--- config.mk ---
export PLATFORM = sky130hd
export DESIGN_NAME = uart_frame_parser
export DESIGN_NICKNAME = d
export VERILOG_FILES = /design/src/rtl/uart_frame_pkg.sv /design/src/rtl/frame_timer.sv /design/src/rtl/uart_frame_parser.sv
export SDC_FILE = /design/constraint.sdc
export NUM_CORES = 1
export LEC_CHECK = 0
export CORE_UTILIZATION = 61
export DETAILED_ROUTE_END_ITERATION = 10
export PLACE_DENSITY_LB_ADDON = 0.3
export SLEW_MARGIN = 10
export SYNTH_ARGS = -nofsm -noshare
export SYNTH_HDL_FRONTEND = slang
export SYNTH_SLANG_ARGS = --single-unit
--- constraint.sdc ---
create_clock -name clk_50 -period 3.4 [get_ports clk_50]
set_input_delay 0.68 -clock clk_50 [delete_from_list [all_inputs] [get_ports clk_50]]
set_output_delay 0.68 -clock clk_50 [all_outputs]
set_load 0.03 [all_outputs]
--- src/rtl/uart_frame_pkg.sv ---
// Shared types and constants for the UART frame parser: FSM state encoding,
// default sync bytes and err_code values.
package uart_frame_pkg;

  typedef enum logic [2:0] {
    ST_IDLE,
    ST_SYNC,
    ST_LEN,
    ST_CMD,
    ST_DATA,
    ST_CHK
  } state_t;

  localparam logic [7:0] HDR0_DEF = 8'h55;
  localparam logic [7:0] HDR1_DEF = 8'hAA;

  localparam logic [1:0] ERR_NONE    = 2'b00;
  localparam logic [1:0] ERR_LEN     = 2'b01;
  localparam logic [1:0] ERR_CHK     = 2'b10;
  localparam logic [1:0] ERR_TIMEOUT = 2'b11;

endpackage

--- src/rtl/frame_timer.sv ---
// Inter-byte timeout counter: clears on clr, counts while en, and flags
// expiry when the count reaches TIMEOUT_CYC-1.
module frame_timer #(
  parameter int unsigned TIMEOUT_CYC = 50000
) (
  input  logic clk_50,
  input  logic rst_n,
  input  logic clr,
  input  logic en,
  output logic expired
);

  localparam int unsigned W = $clog2(TIMEOUT_CYC) + 1;

  logic [W-1:0] cnt;

  always_ff @(posedge clk_50 or negedge rst_n) begin
    if (!rst_n) begin
      cnt <= '0;
    end else if (clr) begin
      cnt <= '0;
    end else if (en) begin
      cnt <= cnt + W'(1);
    end
  end

  assign expired = en && (cnt == W'(TIMEOUT_CYC - 1));

endmodule

--- src/rtl/uart_frame_parser.sv ---
// Parses HDR0 HDR1 LEN CMD payload CHK frames from a UART byte stream and
// commits good frames to a readable payload buffer.
module uart_frame_parser
  import uart_frame_pkg::*;
#(
  parameter logic [7:0]  HDR0        = HDR0_DEF,
  parameter logic [7:0]  HDR1        = HDR1_DEF,
  parameter int unsigned MAX_LEN     = 16,
  parameter int unsigned TIMEOUT_CYC = 50000
) (
  input  logic       clk_50,
  input  logic       rst_n,
  input  logic [7:0] rx_data,
  input  logic       rx_valid,
  input  logic [3:0] rd_addr,
  output logic [7:0] rd_data,
  output logic [7:0] cmd,
  output logic [4:0] frame_len,
  output logic       frame_ok,
  output logic       frame_err,
  output logic [1:0] err_code,
  output logic       busy
);

  localparam int unsigned DEPTH = 16;

  state_t     state, state_nxt;
  logic [4:0] len_q;
  logic [4:0] idx_q;
  logic [7:0] sum_q;
  logic [7:0] cmd_w;
  logic [7:0] wbuf [DEPTH];
  logic [7:0] cbuf [DEPTH];

  logic       ok_d, err_d, commit;
  logic [1:0] code_d;
  logic       expired;

  frame_timer #(
    .TIMEOUT_CYC (TIMEOUT_CYC)
  ) u_timer (
    .clk_50  (clk_50),
    .rst_n   (rst_n),
    .clr     (rx_valid || (state == ST_IDLE)),
    .en      (state != ST_IDLE),
    .expired (expired)
  );

  // A received byte always wins over a coincident timeout expiry.
  always_comb begin
    state_nxt = state;
    ok_d      = 1'b0;
    err_d     = 1'b0;
    code_d    = ERR_NONE;
    commit    = 1'b0;
    if (rx_valid) begin
      unique case (state)
        ST_IDLE: if (rx_data == HDR0) state_nxt = ST_SYNC;
        ST_SYNC: begin
          if (rx_data == HDR1)      state_nxt = ST_LEN;
          else if (rx_data == HDR0) state_nxt = ST_SYNC;
          else                      state_nxt = ST_IDLE;
        end
        ST_LEN: begin
          if (32'(rx_data) > MAX_LEN) begin
            err_d     = 1'b1;
            code_d    = ERR_LEN;
            state_nxt = ST_IDLE;
          end else begin
            state_nxt = ST_CMD;
          end
        end
        ST_CMD:  state_nxt = (len_q == '0) ? ST_CHK : ST_DATA;
        ST_DATA: if (idx_q + 5'd1 == len_q) state_nxt = ST_CHK;
        ST_CHK: begin
          if (rx_data == sum_q) begin
            ok_d   = 1'b1;
            commit = 1'b1;
          end else begin
            err_d  = 1'b1;
            code_d = ERR_CHK;
          end
          state_nxt = ST_IDLE;
        end
        default: state_nxt = ST_IDLE;
      endcase
    end else if (expired) begin
      err_d     = 1'b1;
      code_d    = ERR_TIMEOUT;
      state_nxt = ST_IDLE;
    end
  end

  always_ff @(posedge clk_50 or negedge rst_n) begin
    if (!rst_n) begin
      state     <= ST_IDLE;
      frame_ok  <= 1'b0;
      frame_err <= 1'b0;
      err_code  <= ERR_NONE;
    end else begin
      state     <= state_nxt;
      frame_ok  <= ok_d;
      frame_err <= err_d;
      if (err_d) err_code <= code_d;
    end
  end

  always_ff @(posedge clk_50 or negedge rst_n) begin
    if (!rst_n) begin
      len_q     <= '0;
      idx_q     <= '0;
      sum_q     <= '0;
      cmd_w     <= '0;
      cmd       <= '0;
      frame_len <= '0;
      for (int unsigned i = 0; i < DEPTH; i++) begin
        wbuf[i] <= '0;
        cbuf[i] <= '0;
      end
    end else begin
      if (rx_valid) begin
        unique case (state)
          ST_LEN: begin
            len_q <= rx_data[4:0];
            sum_q <= rx_data;
            idx_q <= '0;
          end
          ST_CMD: begin
            cmd_w <= rx_data;
            sum_q <= sum_q + rx_data;
          end
          ST_DATA: begin
            wbuf[idx_q[3:0]] <= rx_data;
            idx_q            <= idx_q + 5'd1;
            sum_q            <= sum_q + rx_data;
          end
          default: ;
        endcase
      end
      if (commit) begin
        cbuf      <= wbuf;
        cmd       <= cmd_w;
        frame_len <= len_q;
      end
    end
  end

  assign rd_data = cbuf[rd_addr];
  assign busy    = (state != ST_IDLE);

endmodule
Yosys cells after proc, flatten, opt, wreduce, memory -nomap -nowiden:

Index checks and enable logic that the tools add are counted.
Widths: inputs -> output; s select.

* output and inout port bits: 26
* word-level logic and storage cells: 113
* register bits after elaboration: 319
* bits of input ports: 15

* multiplexer cells: 32
* add/sub/neg operators: 3
* magnitude comparators: 4
* equality and inequality tests: 12
* bitwise gates (word level): 2
* reductions and logical operators: 17

Operators with widths (count)
* $bwmux 128: 1
* $mux 17: 2
* $bmux 8 s4: 1
* $demux 8 s4: 1
* $mux 8: 3
* $add 17x1->17 const B: 1
* $eq 17x16->1 const B: 1
* $pmux 8 s2: 1
* $pmux 3 s5: 1
* $mux 3: 4
* $ge 5x5->1 const B: 2
* $mux 1: 10
* $mux 2: 5
* $not 4->5: 2
* $pmux 5 s2: 1
* $reduce_and 2->1: 5
* $add 8x8->8: 1
* $eq 8x7->1 const B: 1
* $eq 8x8->1: 1
* $eq 8x8->1 const B: 1
* $gt 8x5->1 const B: 1
* $reduce_bool 2->1: 4
* $eq 3x2->1 const B: 2
* $eq 3x3->1 const B: 2
* other kinds (15): 16

Longest topological paths before layout:

* depth after elaboration: 6
* gate-level depth with buffers: 9
* gate-level depth less buffers: 9

Hierarchy:

A second synthesis with hierarchy kept.

* cell total of the unflattened synthesis: 980
* area, all modules: 14413.8 um^2

By module, submodules not included
* uart_frame_parser: sequential area each 7557.2 um^2, area an instance 13481.7 um^2, times used 1, cells an instance 890
* frame_timer: sequential area each 425.4 um^2, area an instance 932.1 um^2, times used 1, cells an instance 90

Worst setup path after synthesis:

OpenSTA, ideal clock, no wires.

* path kind: input to output
* start point: input rd_addr[0]
* end point: output rd_data[0]
* data arrival time: 2.298 ns
* path slack: 0.422 ns
* path buffers: 2
* stages on the path: 4
* path through: clkbuf_1 buf_2 mux4_2 mux4_2

* longest elaborated chain between the ends: 4

RTL lines
* from (decl): line uart_frame_parser.sv:15 `input logic [3:0] rd_addr,`
* $not 4->5 (not written as such): line uart_frame_parser.sv:148 `assign rd_data = cbuf[rd_addr];`
* $bmux 8 s4: line uart_frame_parser.sv:148
* $mux 8 (not written as such) (2 in a row): line uart_frame_parser.sv:148
* to (decl): line uart_frame_parser.sv:16 `output logic [7:0] rd_data,`

Every way passes these cells. The select of a mux whose other input is x is not followed.

Worst setup path after layout:

* start point: input rd_addr[0]
* end point: output rd_data[1]

Same word-level chain as after synthesis.

==> results.json <==
{
  "status": "finished with violations",
  "failed_checks": "design-rule violations",
  "ctsResizeCount": 0,
  "synthFlopType": "dfrtp_1",
  "layout-drive-gt1-share": 0.315,
  "crit_arrival_ns": 2.62,
  "finalCritPeriodShare": 0.971,
  "hold_violations": 0,
  "maxSlewHeadroom": 0.235,
  "first_iter_violations": 437,
  "r2r_slack_ns": 1.05,
  "die_w_um": 153,
  "max_clock_freq_mhz": 303,
  "grt_pass1_vias": 8450,
  "detailed_place_hpwl_um": 18000,
  "io_buffers": 40,
  "grt_pass1_wl_um": 47100,
  "tritoncts": "done",
  "place_congestion": 0.849,
  "clk_latency_ns": 0.51,
  "final_cell_mix": "dfrtp_1 (319), mux2_2 (185), mux2_1 (80), nand2_1 (72), mux4_2 (40)",
  "r2r_start": "state[2]",
  "area_growth_pct": 13.6,
  "synth_seq_cells": 319,
  "leakage_nw": 7.91,
  "cp-startpoint": "rd_addr[0]",
  "vias_per_cell": 6.04,
  "dieArea_um2": 23300,
  "grt_max_degree": 97,
  "worst-setup-path-type": "input port to output pin",
  "track_usage": 0.262,
  "die_h_um": 153,
  "cts.sinks": 319,
  "final_common_cell": "dfrtp_1",
  "place_area_um2": 14600,
  "ir_drop_v": 0.000434,
  "yosysUniqueCellTypes": 55,
  "postSynthCellCount": 973,
  "final_util": 0.714,
  "nNetsFinal": 1049,
  "cp-end-kind": "output pin",
  "yosysWarnings": 0,
  "n_antenna_cell": 0,
  "startpoint_type": "input port",
  "clock_path_buffers": 3,
  "firstDrtPassIters": 7,
  "synthArstFlopShare": 1.00,
  "skew_ns": 0.0115,
  "syn_avg_cell_area_um2": 14.2,
  "powerDensity_nw_per_um2": 516,
  "ant_nets": 0,
  "std_cell_rows": 54,
  "fin_area_um2": 15700,
  "syn-cell-area_um2": 13900,
  "hold_slack_ns": 0.161,
  "core_area_um2": 22000,
  "clk_pin_slew_worst_paths_ns": 0.05,
  "ctsHoldBuffers": 0,
  "r2r_cells": 5,
  "place_inst": 1265,
  "crit_required_ns": 2.72,
  "fin_tns_setup_ns": 0,
  "grt-ovfl-total": 0,
  "min_path_type": "input port to async pin",
  "synth_edf_count": 0,
  "cts_inserted_buffers": 34,
  "wl_per_cell_um": 21.7,
  "synthesis.nets": 1001,
  "cts_max_level": 2,
  "min_period_ns": 3.30,
  "ys_seq_area_frac": 0.576,
  "initial_core_util": 0.629,
  "rsz0062_at_grt": "false",
  "dr_total_vias": 8009,
  "io_pins": 41,
  "postCtsSetupBuffers": 0,
  "slew_violations": 0,
  "fillers": 1469,
  "fin_cells": 1326,
  "cts-root-buf": "clkbuf_16",
  "setup_viol": 0,
  "routed_wl_um": 28700,
  "worst-path-max-fanout": 20,
  "drv_cap": 0,
  "antenna_found_initial": 0,
  "worstMarginPinSlew_ns": 1.14,
  "drcViolationCount": 1
}
## metrics by stage
stage                     total power, mW  worst slack, ns
after floorplan                      4.17            0.422
after global placement               4.36            0.105
after detailed placement             4.37           0.0921
after CTS                            8.18           0.0871
after global routing                 8.37           0.0261
final                                8.12            0.100
## routing by layer
metal,GRT usage,wire [um],part of all wire,vias to the layer above
met5,0,0,0,-
met4,0.0890,814,0.028,0
met3,0.0486,1410,0.049,59
met2,0.414,13600,0.47,170
met1,0.371,12900,0.45,4177
li1,-,-,-,3603
## cell families (layout without fill, tap and decap cells)
family	after synthesis	after routing	synth area share
AO/OA/AOI/OAI	69	69	0.0290
XOR/XNOR	22	22	0.0139
adder cells (fa/ha/maj)	13	13	0.0123
buffers and inverters	70	143	0.0252
flip-flops	319	319	0.576
multiplexers	306	306	0.281
AND/OR/NAND/NOR	174	174	0.0624
## power by group
part | switching [mW] | leakage (nW) | total [mW] | internal, mW
Sequential | 0.0429 | 4.45 | 3.87 | 3.83
Combinational | 0.269 | 2.88 | 0.423 | 0.154
Clock | 1.49 | 0.583 | 3.82 | 2.33
Total | 1.81 | 7.91 | 8.12 | 6.31
## critical path, stage by stage
cell and delay [ns]:
buf_2 0.10, buf_12 0.20, mux4_2 0.53, mux4_2 0.49
clkdlybuf4s50_1 0.61
## layout make-up
type,count,area (um2),share of cell area
inverter,13,48.8,0.00310
sequential,319,7980,0.507
timing repair buffer,69,663,0.0421
tap,280,350,0.0223
clock buffer,44,970,0.0616
clock inverter,17,199,0.0126
multi-input combinational,584,5520,0.351
## worst paths after layout
path                                   to
setup / recovery               rd_data[1]
hold / removal             u_timer.cnt[1]
hold reg to reg                  cbuf[46]
setup reg to reg                 wbuf[35]
min in group clk_50              cbuf[46]
max in group asynchronous        wbuf[94]
## synthesized netlist by cell type, types with 4 or more instances
cell type    n  share of area
dfrtp_1    319           0.58
mux2_2     185           0.15
mux2_1      80          0.065
nand2_1     72          0.020
mux4_2      40          0.065
o21ai_0     37          0.013
nor2_1      32         0.0087
clkbuf_1    29         0.0079
buf_2       15         0.0054
xor2_1      13         0.0082
ha_1        12          0.011
inv_1       12         0.0033
a21oi_1     10         0.0036
buf_6        9         0.0073
xnor2_1      9         0.0057
and3_1       8         0.0036
nand3_1      8         0.0029
nand4_1      8         0.0036
nor2b_1      8         0.0036
nor4_1       6         0.0027
nor3_1       5         0.0018
or3_1        5         0.0023
buf_1        4         0.0011
## registers in the layout, summed over array words and instances (netlist names), 8 cells and up
name,flops
cmd,8
wbuf,128
cbuf,128
sum_q,8
cmd_w,8
u_timer.cnt,17
Note: power is estimated with default switching activity, not from simulation.
